--- src/rtl/pc_step_ctrl.sv ---
// Multi-cycle instruction sequencer: owns the architectural PC and walks each
// instruction through IF/ID/EX/MEM/WB, emitting per-phase datapath strobes.
module pc_step_ctrl #(
   parameter logic [31:0] RESET_PC = 32'h0000_0000,
   parameter logic [31:0] PC_STEP  = 32'd4
) (
   input  logic        CLK,
   input  logic        RESET,
   input  logic [2:0]  instr_class,
   input  logic        branch_cond,
   input  logic [15:0] branch_offset,
   input  logic [25:0] jump_index,
   input  logic [31:0] jr_target,
   input  logic        mem_ready,
   output logic [31:0] pc_next,
   output logic        pc_we,
   output logic [2:0]  phase,
   output logic        ir_we,
   output logic        mem_rd,
   output logic        mem_wr,
   output logic        reg_we,
   output logic        halted,
   output logic        illegal
);

   typedef enum logic [2:0] {
      S_IF     = 3'd0,
      S_ID     = 3'd1,
      S_EX     = 3'd2,
      S_MEM    = 3'd3,
      S_WB     = 3'd4,
      S_HALTED = 3'd5
   } state_t;

   localparam logic [2:0] C_ALU    = 3'd0;
   localparam logic [2:0] C_LOAD   = 3'd1;
   localparam logic [2:0] C_STORE  = 3'd2;
   localparam logic [2:0] C_BRANCH = 3'd3;
   localparam logic [2:0] C_JUMP   = 3'd4;
   localparam logic [2:0] C_JR     = 3'd5;
   localparam logic [2:0] C_HALT   = 3'd6;

   state_t      state_q, state_d;
   logic [2:0]  cls_q, cls_d;
   logic [31:0] pc_q, pc_d;
   logic        illegal_q, illegal_d;

   logic [31:0] seq;
   logic [31:0] br_off;
   logic [31:0] target;
   logic        commit;
   logic        is_ctrl;

   always_comb begin
      seq     = pc_q + PC_STEP;
      br_off  = {{14{branch_offset[15]}}, branch_offset, 2'b00};
      is_ctrl = (cls_q == C_BRANCH) || (cls_q == C_JUMP) || (cls_q == C_JR);

      target = seq;
      case (cls_q)
         C_BRANCH: target = branch_cond ? (seq + br_off) : seq;
         C_JUMP:   target = {seq[31:28], jump_index, 2'b00};
         C_JR:     target = jr_target;
         default:  target = seq;
      endcase

      // The commit cycle is the last cycle of every non-halting instruction.
      commit = ((state_q == S_EX) && is_ctrl) ||
               ((state_q == S_MEM) && mem_ready && (cls_q == C_STORE)) ||
               (state_q == S_WB);

      state_d   = state_q;
      cls_d     = cls_q;
      illegal_d = illegal_q;
      pc_d      = commit ? target : pc_q;

      case (state_q)
         S_IF: state_d = S_ID;
         S_ID: begin
            state_d = S_EX;
            cls_d   = instr_class;
         end
         S_EX: begin
            case (cls_q)
               C_ALU:                state_d = S_WB;
               C_LOAD, C_STORE:      state_d = S_MEM;
               C_BRANCH, C_JUMP,
               C_JR:                 state_d = S_IF;
               C_HALT:               state_d = S_HALTED;
               default: begin
                  state_d   = S_HALTED;
                  illegal_d = 1'b1;
               end
            endcase
         end
         S_MEM: begin
            if (mem_ready) begin
               state_d = (cls_q == C_LOAD) ? S_WB : S_IF;
            end
         end
         S_WB:     state_d = S_IF;
         S_HALTED: state_d = S_HALTED;
         default:  state_d = S_IF;
      endcase
   end

   always_ff @(posedge CLK) begin
      if (RESET) begin
         state_q   <= S_IF;
         cls_q     <= 3'd0;
         pc_q      <= RESET_PC;
         illegal_q <= 1'b0;
      end else begin
         state_q   <= state_d;
         cls_q     <= cls_d;
         pc_q      <= pc_d;
         illegal_q <= illegal_d;
      end
   end

   // Strobes are pure state decodes, suppressed while reset is held.
   assign pc_next = pc_q;
   assign phase   = RESET ? 3'd0 : state_q;
   assign pc_we   = ~RESET & commit;
   assign ir_we   = ~RESET & (state_q == S_IF);
   assign mem_rd  = ~RESET & (state_q == S_MEM) & (cls_q == C_LOAD);
   assign mem_wr  = ~RESET & (state_q == S_MEM) & (cls_q == C_STORE);
   assign reg_we  = ~RESET & (state_q == S_WB);
   assign halted  = ~RESET & (state_q == S_HALTED);
   assign illegal = illegal_q;

endmodule

--- config.mk ---
export PLATFORM = sky130hd
export DESIGN_NAME = pc_step_ctrl
export DESIGN_NICKNAME = d
export VERILOG_FILES = /design/src/rtl/pc_step_ctrl.sv
export SDC_FILE = /design/constraint.sdc
export NUM_CORES = 1
export LEC_CHECK = 0
export CAP_MARGIN = 20
export CORE_UTILIZATION = 51
export CTS_BUF_LIST = sky130_fd_sc_hd__clkbuf_8
export DETAILED_ROUTE_END_ITERATION = 8
export PLACE_DENSITY_LB_ADDON = 0.15
export SETUP_SLACK_MARGIN = 0.02
export SLEW_MARGIN = 10
export SYNTH_ARGS = -nofsm -noshare
export SYNTH_HDL_FRONTEND = slang
export SYNTH_SLANG_ARGS = --single-unit
--- constraint.sdc ---
create_clock -name CLK -period 4.45 [get_ports CLK]
set_clock_uncertainty 0.05 [all_clocks]
set_input_delay 1.335 -clock CLK [delete_from_list [all_inputs] [get_ports CLK]]
set_output_delay 1.335 -clock CLK [all_outputs]
set_load 0.005 [all_outputs]
==> flow_summary.yaml, run 1 <==
logic_synthesis:
  yosys_warnings: 0
  synth_edf_count: 0
  yosys.area_share.adder_pct: 10.4
  yosysUniqueCellTypes: 62
  ys_seq_area_share_pct: 16.8
  synth_compound_area_share_pct: 34.0
  async_flop_share_pct: 0
  synth-simple-area-share_pct: 24.3
  netlist_area_sq_um: 4660
  muxShareOfSynthArea_pct: 0.430
  synth-main-ff-cell: "dfxtp_1"
  synth_top_family_by_area: "compound AO/OA/AOI/OAI gates"
  synth.avg_cell_area_sq_um: 7.14
  ys_seq_elements: 39
  syn_nets: 772
  synth_xor_area_share_pct: 9.21
  synth_cells: 653
floorplan:
  die_y_um: 97.6
  core_sq_um: 8760
  ioPinCount: 123
  initial_utilization_pct: 53.2
  dieArea_sq_um: 9520
  row_count: 34
  dieWidth_um: 97.6
worst_setup_path:
  critPathMaxStageDelay_ns: 0.47
  start_kind: "primary input"
  arrival_ns: 4.41
  rr_endpoint: "pc_next[31]"
  critical-path-slowest-cell: "or4b_1"
  crit_path_end_kind: "register"
  crit_type: "in -> reg"
  reg2regPathDepth: 16
  worstPathMaxFanout: 3
  r2r_slack_ns: 0.25
  critical_path.top_delay_family: "compound AO/OA/AOI/OAI gates"
  critical_path_buf_inv_count: 2
  r2r-start: "pc_next[3]"
  crit_top_cell: "o2111ai_2"
  cp_cell_sequence: "clkdlybuf4s50_1, ha_1, inv_1, fa_1, nor2b_2, o2111ai_2, a211oi_2, o2111ai_2, a2111oi_2, a211oi_1, or4b_1, nand3_1"
  crit_required_ns: 4.66
grt:
  grt_pass1_wl_mm: 27.7
  grt_start_max_net_pins: 44
  grt_pass1_vias: 5583
  grtUsageTotal_pct: 35.8
  antenna_found_initial: 0
  grt_remaining_overflow: 0
sta:
  period_share_pct: 94.5
  hold_slack_ns: 0.421
  tightest_slew_ns: 0.730
  max_freq_ghz: 0.238
  hold_viol_final: 0
  period_needed_ns: 4.21
  maxSlewHeadroom_pct: 50.9
  finalMaxSlewViolations: 0
  setup_viol_count_final: 0
  rsz0062_at_grt: "yes"
layout:
  diodes: 0
  layout.nets: 912
  regArea_sq_um: 782
  drive_gt1_share_pct: 10.1
  area_growth_syn_to_layout_pct: 38.0
  n_fill_cell: 702
  multi_input_area_sq_um: 3700
detailed_routing:
  vias_per_cell: 6.52
  drc: 0
  drtIter0Drc: 643
  ant_nets: 0
  wire_per_inst_um: 19.3
  first_pass_iters: 7
  vias: 5878
  drt_wl_total_mm: 17.4
worst_hold_path:
  min_path_type: "reg -> reg"
  hold_depth: 2
  min_to: "pc_next[0]"
  min-delay-start: "pc_next[0]"
clocking:
  h-tree-depth: 2
  postCtsHoldBufs: 0
  cts_tree: "yes"
  cts.sink_count: 39
  cts_root_buf: "clkbuf_8"
  clk_pin_slew_worst_paths_ns: 0.09
  cts_buffers: 5
  clock_latency_ns: 0.31
  clockBufferDepth: 2
power_and_ir_drop:
  peakVddDrop_v: 0.000149
  p_per_area_nw_per_um2: 205
  finalPower_mw: 1.32
  power_leakage_nw: 2.51
place:
  port_buffers: 122
  dp_hpwl_mm: 13.4
  gp_congestion: 0.975
status:
  outcome: "complete, no violations"
flow_run:
  drv_cap: 0
-- cell type report --
type,instances,area share [%]
clock buffers,5,1.07
clock inverters,3,0.681
inverters,17,0.992
multi-input cells,554,57.5
flip-flops and latches,39,12.2
well taps,108,2.10
repair buffers,176,25.5
-- metrics by stage --
step                utilization, %  instances  setup slack [ns]  TNS (ns)  cell area (sq um)
floorplan                        -        653             0.588         0               4660
global route                  73.4        902           -0.0193   -0.0193               6430
detailed placement            71.6        893            -0.118    -0.118               6270
global placement              71.6        893           -0.0123   -0.0123               6270
CTS                           72.8        901            0.0372         0               6380
finish                        73.4        902             0.243         0               6430
-- worst max-delay path by stage --
stage,to,from,cells past startpoint
floorplan,pc_next[31],pc_next[2],16
global placement,pc_next[30],branch_offset[0],12
detailed placement,pc_next[30],branch_offset[0],12
CTS,pc_we,mem_ready,7
global route,pc_next[31],pc_next[3],15
finish,pc_next[30],branch_offset[0],12
-- logic make-up (layout without fill, tap and decap cells) --
group,count (synthesis),in the layout
simple gates,233,233
compound gates,232,232
buf+inv,60,201
xor+xnor,49,49
flops,39,39
fa+ha+maj,38,38
mux,2,2
-- placed cells by master (no fill, tap or decap), types with 10 or more instances in the layout --
| master | count |
|---|---|
| o21bai_1 | 10 |
| xor2_1 | 21 |
| a21o_1 | 19 |
| nand2_1 | 50 |
| o21ai_0 | 47 |
| nor2_1 | 71 |
| a222oi_1 | 11 |
| inv_1 | 17 |
| dfxtp_1 | 38 |
| ha_1 | 37 |
| a21oi_1 | 45 |
| a22oi_1 | 20 |
| clkdlybuf4s50_1 | 121 |
| xnor2_1 | 27 |
| nand3_1 | 26 |
| nor3_1 | 14 |
| nand4_1 | 17 |
| buf_4 | 53 |
| a211oi_1 | 15 |
-- worst reg2reg max path: stages (launching register included) --
cell and delay, ns:
dfxtp_1 0.44, ha_1 0.22, nand4_1 0.25, nor2_2 0.33
nand3_1 0.17, nor2_1 0.14, xor2_1 0.31, ha_1 0.32
a21o_1 0.18, o21bai_1 0.18, a211oi_1 0.23, buf_4 0.16
o2111ai_1 0.11, a41oi_1 0.26, xnor2_1 0.15, or3_1 0.38
a41oi_1 0.24
-- report_power, final --
group	total (mW)	internal, mW	leakage (nW)	switching (mW)
Combinational	0.580	0.278	2.13	0.302
Clock	0.319	0.167	0.0581	0.152
Sequential	0.420	0.372	0.316	0.0488
-- timing repair --
item / 4_1_cts / 5_1_grt
setup endpoints to repair: 1 / 6
buffers inserted: 0 / 1
resized for setup: 0 / 9
pin swaps: 1 / 2
-- routing by layer --
| metal | up-vias | part of all wire (%) | global-route usage [%] |
|---|---|---|---|
| met5 | - | 0 | 0 |
| met4 | 0 | 2.3 | 10.5 |
| met3 | 42 | 9.7 | 6.69 |
| met2 | 323 | 46 | 59.4 |
| met1 | 2768 | 42 | 47.0 |
| li1 | 2745 | - | - |
-- cell usage after synthesis (3+ instances only) --
cell	number	area share, %
a31oi_1	6	0.81
nor2b_1	4	0.54
or3_1	8	1.1
a222oi_1	11	2.4
o21a_1	6	0.97
and4_1	4	0.75
nand4_1	17	2.3
clkbuf_2	3	0.32
o31ai_1	3	0.48
a221oi_1	5	0.94
nor2_1	72	5.8
inv_1	17	1.4
nand2_1	50	4.0
nand2b_1	5	0.67
o22a_1	3	0.56
and2_1	4	0.54
clkbuf_1	35	2.8
and3_1	8	1.1
o2111ai_1	3	0.56
a21boi_0	3	0.48
ha_1	37	9.9
nand3_1	26	2.8
o22ai_1	9	1.2
nor3_1	14	1.5
o2bb2a_1	3	0.64
buf_1	3	0.24
o211ai_1	4	0.64
o21bai_1	10	1.6
a211oi_1	15	2.4
a22oi_1	20	3.2
a21o_1	19	3.1
xnor2_1	27	5.1
xor2_1	22	4.1
dfxtp_1	39	17
o32ai_1	4	0.75
nor4_1	7	0.94
o21ai_0	47	5.0
nand3b_1	4	0.64
a21oi_1	45	4.8
or2_2	3	0.40
-- sequential cells by signal, summed over array words and instances, names as in the netlist --
register	cells
illegal	1
pc_next	32
state_q	3
cls_q	3
Power figures use the tool's default switching activity.
==> run 2, diff against run 1 <==
CORE_UTILIZATION = 45   (was 51)
REMOVE_ABC_BUFFERS = 1   (was unset)
==> flow_summary.yaml, run 2 (synthesis gave the netlist of run 1 again) <==
sta:
  period_needed_ns: 4.28
  rsz0062_at_grt: "yes"
  tightest_slew_ns: 0.754
  period_share_pct: 96.1
  hold_viol_final: 0
  max_freq_ghz: 0.234
  setup_slack_ns: 0.175
  finalMaxSlewViolations: 0
  maxSlewHeadroom_pct: 49.5
  fin_setup_tns_ns: 0
  setup_viol_count_final: 0
detailed_routing:
  drt_wl_total_mm: 17.3
  vias: 5698
  drtIter0Drc: 369
  wire_per_inst_um: 18.8
  vias_per_cell: 6.20
  first_pass_iters: 5
  drc: 0
  ant_nets: 0
grt:
  grt_use_met1_pct: 40.9
  grtUsageTotal_pct: 32.0
  antenna_found_initial: 0
  top_usage_layer: "met2"
  grt_pass1_vias: 5537
  grt_pass1_wl_mm: 27.8
  use_met2_pct: 55.5
  grt_remaining_overflow: 0
  use_met3_pct: 4.47
  grt_start_max_net_pins: 35
clocking:
  h-tree-depth: 2
  cts_tree: "yes"
  cts_buffers: 5
  clk_pin_slew_worst_paths_ns: 0.09
  cts.sink_count: 39
  clock_latency_ns: 0.31
  clockBufferDepth: 2
  cts_root_buf: "clkbuf_8"
power_and_ir_drop:
  p_per_area_nw_per_um2: 200
  finalPower_mw: 1.27
  power_leakage_nw: 2.45
  peakVddDrop_v: 0.000131
place:
  port_buffers: 122
  gp_congestion: 1.02
  dp_slack_ns: -0.0867
  dp_hpwl_mm: 13.1
  place_area_sq_um: 6250
layout:
  diodes: 0
  fin_util_pct: 64.3
  area_growth_syn_to_layout_pct: 36.8
  drive_gt1_share_pct: 8.52
  layout.nets: 904
  final_cell_mix: "clkdlybuf4s50_1 (121), nor2_1 (71), nand2_1 (50)"
  mostFrequentLayoutCell: "clkdlybuf4s50_1"
  largest_register_ffs: 32
  design_area_sq_um: 6380
status:
  outcome: "complete, no violations"
worst_hold_path:
  min_path_type: "reg -> reg"
floorplan:
  dieArea_sq_um: 10800
  core_sq_um: 9910
  die_y_um: 104
  dieWidth_um: 104
  ioPinCount: 123
  row_count: 36
  initial_utilization_pct: 47.0
worst_setup_path:
  crit_required_ns: 3.06
  cp_cell_sequence: "clkdlybuf4s50_1, buf_4, nand2b_1, nor3_1, clkdlybuf4s50_1"
  critPathMaxStageDelay_ns: 0.52
  critical-path-slowest-cell: "clkdlybuf4s50_1"
  crit_path_end_kind: "output port"
  worstPathMaxFanout: 14
  crit_top_cell: "clkdlybuf4s50_1"
  start_kind: "primary input"
  arrival_ns: 2.89
  crit_type: "in -> out"
flow_run:
  drv_cap: 0
==> run 2: changes by cell type in the layout (fill, tap and decap cells not counted), sizes merged <==
cell / change
buf: -8
bufinv: -1
clkbuf: +1
clkinv: -1
clkinvlp: +1
dlygate4sd2: +1
dlymetal6s2s: -1
==> run 2: final cells by class <==
class / instances / area [sq um]
multi-input combinational: 554 / 3670
timing repair buffer: 168 / 1590
fill: 898 / 3530
tap: 133 / 166
sequential: 39 / 781
clock buffer: 6 / 82.6
clock inverter: 2 / 16.3
inverter: 17 / 63.8
==> run 2: layer usage <==
metal	up-vias	routed length, um	share of wire, %
met5	-	0	0
met4	0	326	1.9
met3	34	1370	8.0
met2	273	8290	48
met1	2673	7270	42
li1	2718	-	-
==> run 2: what timing repair did <==
action                     in CTS  in global routing
resized for setup               1                  4
setup endpoints to repair       1                  3
hold buffers                    0                  0
buffers inserted                0                  0
==> run 2: metrics by stage <==
| stage | std cells | hold slack (ns) |
|---|---|---|
| floorplan | 610 | 0.392 |
| global placement | 910 | 0.394 |
| detailed placement | 910 | 0.403 |
| CTS | 918 | 0.420 |
| global route | 919 | 0.458 |
| finish | 919 | 0.416 |
==> run 2: worst max-delay path: cells and delay by family <==
family	cells	cell delay (ns)
AND/OR/NAND/NOR	2	0.34
buffers and inverters	3	1.20
==> run 2: where the power goes <==
group          switching, mW  internal, mW  leakage (nW)  total [mW]
logic                  0.294         0.271          2.09       0.565
registers             0.0519         0.372         0.316       0.423
clock network          0.158         0.127        0.0474       0.285
==> run 2: final timing paths <==
path,start,endpoint,slack [ns],cells after the start
setup / recovery,RESET,reg_we,0.17,5
hold / removal,pc_next[0],pc_next[0],0.42,2
hold reg to reg,pc_next[0],pc_next[0],0.42,2
setup reg to reg,pc_next[4],pc_next[30],0.25,13
==> RTL edit: new RTL, flow settings as in run 1 <==
Make the reset (`RESET`) asynchronous in one clocked block.
--- a/src/rtl/pc_step_ctrl.sv
+++ b/src/rtl/pc_step_ctrl.sv
@@ -104,7 +104,7 @@
       endcase
    end
 
-   always_ff @(posedge CLK) begin
+   always_ff @(posedge CLK or posedge RESET) begin
       if (RESET) begin
          state_q   <= S_IF;
          cls_q     <= 3'd0;
Function: differs if RESET is asserted again (counterexample within 4 cycles, from zero or initial values and one cycle with RESET high); with RESET held inactive, the same outputs for 10 cycles.
==> RTL edit against run 1 <==
- maximum frequency fell by 4.7%
- wire length down 8.1%
- setup slack got worse by 0.21 ns
- critical path depth is 5 lower
- die area is 2.2% higher
- sequential cell count unchanged
- cell area shrank 1.6%
- highest routed layer unchanged
- largest cell class unchanged
- synthesized area rose by 2.3%
Power is left out: it rests on default switching activity, and per cell area and clock period it moved more than threefold.
==> RTL edit: results (changes against run 1) <==
* Sequential fraction of the synthesis area: 0.205 (+0.0373)
- The flip-flop count of the largest register, all copies and words added was 32 (unchanged).
- Leading cell types by count after synthesis: sky130_fd_sc_hd__nor2_1, sky130_fd_sc_hd__nand2_1, sky130_fd_sc_hd__a21oi_1, sky130_fd_sc_hd__dfrtp_1, sky130_fd_sc_hd__ha_1
- Top_reg_cell synth: sky130_fd_sc_hd__dfrtp_1
- The count of distinct cell types in the synthesized netlist is 75 (+21%).
* GRT Resource Usage Total: 0.334 (-0.0241)
- Sum of net half-perimeters after detailed placement: 12000 um (-10%)
- The detail-routed net length per standard cell was 19.1 um (-1.1%).
- In this run the most critical hold path is launched from illegal$_DFFE_PP0P_.
- Type of the tightest min-delay check: flip-flop to flip-flop
* Post-Synthesis Cells: 605 (-7.4%)
- Result of the run: complete, no violations
- The fraction of layout cells with a size suffix above 1 is 0.0945 (-0.00624).
- The relative slew slack was 0.419 (-0.0903).
- Worst-case clock buffer depth: 2 (unchanged)
* Biggest area contributors in the synthesized netlist: sky130_fd_sc_hd__dfrtp_1, sky130_fd_sc_hd__ha_1, sky130_fd_sc_hd__a21oi_1
- The total instance count after detailed placement is 830 (-7.1%).
- The share of flip-flops with an asynchronous set or reset came to 1.00 (+1.00).
- The final net count was 845 (-7.3%).
- The most critical setup path has its startpoint at mem_ready.
- DRC violation total after the first TritonRoute iteration: 377 (-41%)
- Pin count of the biggest net entering global routing: 40 (-9.1%)
* Number of optimization iterations in the first detailed-route pass: 6 (-1)
* Source-to-sink clock delay at the later pin of the worst-skew pair: 0.31 ns (about the same)
- The startpoint identified for the worst register-to-register timing path is pc_next[2]$_DFFE_PP0P_.
* Worst-path maximum fanout: 2 (-1)
* Nets in the synthesized netlist: 721 (-6.6%)
* Average via count per standard cell: 6.32 (-3.0%)
- The final estimated routing congestion in global placement came to 0.993 (+1.8%).
- First-pass GRT wire length: 25900 um (-6.4%)
* Number of global-route vias before repair: 5318 (-4.7%)
- The routed via count came to 5295 (-9.9%).
-- RTL edit: changes by cell type in the layout (fill, tap and decap cells not counted), sizes merged, moves of 11 or more --
cell    change
dfrtp      +39
dfxtp      -39
buf        -30
mux2i      +22
a22oi      -17
o21ai      -15
nor2       -13
a222oi     -11
-- RTL edit: layout make-up --
type,count,area [um2]
well taps,108,135
repair buffers,146,1400
clock buffers,5,68.8
fillers,723,2560
clock inverters,3,67.6
multi-input cells,512,3590
inverters,25,93.8
flip-flops and latches,39,977
-- RTL edit: path summary, 6_finish.rpt --
path / slack, ns / endpoint / depth (start not counted)
min in group asynchronous: 1.60 / state_q[2]$_DFFE_PP0P_ / 3
worst min register to register: 0.44 / illegal$_DFFE_PP0P_ / 1
worst min-delay path: 0.44 / illegal$_DFFE_PP0P_ / 1
worst max register to register: 0.33 / pc_next[29]$_DFFE_PP0P_ / 15
max in group asynchronous: 2.35 / cls_q[0]$_DFFE_PP0P_ / 3
worst max-delay path: 0.04 / pc_we / 7
-- RTL edit: critical path: stages --
cell and delay, ns:
sky130_fd_sc_hd__clkdlybuf4s50_1 0.48, sky130_fd_sc_hd__nand3b_1 0.12, sky130_fd_sc_hd__a21oi_2 0.17, sky130_fd_sc_hd__a21oi_1 0.09
sky130_fd_sc_hd__o21a_1 0.22, sky130_fd_sc_hd__nor2_1 0.09, sky130_fd_sc_hd__clkdlybuf4s50_1 0.51
-- RTL edit: kinds of logic after synthesis --
group                    synth area share
adder cells (fa/ha/maj)            0.0935
AO/OA/AOI/OAI                       0.269
AND/OR/NAND/NOR                     0.224
buffers and inverters              0.0459
multiplexers                       0.0693
flip-flops                          0.205
XOR/XNOR                           0.0937
-- RTL edit: stage by stage --
step	setup TNS, ns	instance area, um2	util	setup WS, ns
floorplan	0	4770	-	0.496
global placement	0	6190	0.696	0.0897
detailed placement	0	6190	0.696	0.0211
CTS	0	6330	0.712	0.0766
global route	-0.0345	6330	0.712	-0.0345
finish	0	6330	0.712	0.0355
-- RTL edit: repair_timing --
action                                  4_1_cts  5_1_grt
endpoints found under the setup margin        0        1
hold endpoints to repair                      0        0
gates resized for setup                       0        1
-- RTL edit: layer usage --
layer | share of wire | wire [um] | vias to the layer above | global-route usage
li1 | - | - | 2485 | -
met1 | 0.41 | 6640 | 2513 | 0.421
met2 | 0.47 | 7610 | 249 | 0.580
met3 | 0.082 | 1310 | 48 | 0.0440
met4 | 0.029 | 462 | 0 | 0.127
met5 | 0 | 0 | - | 0
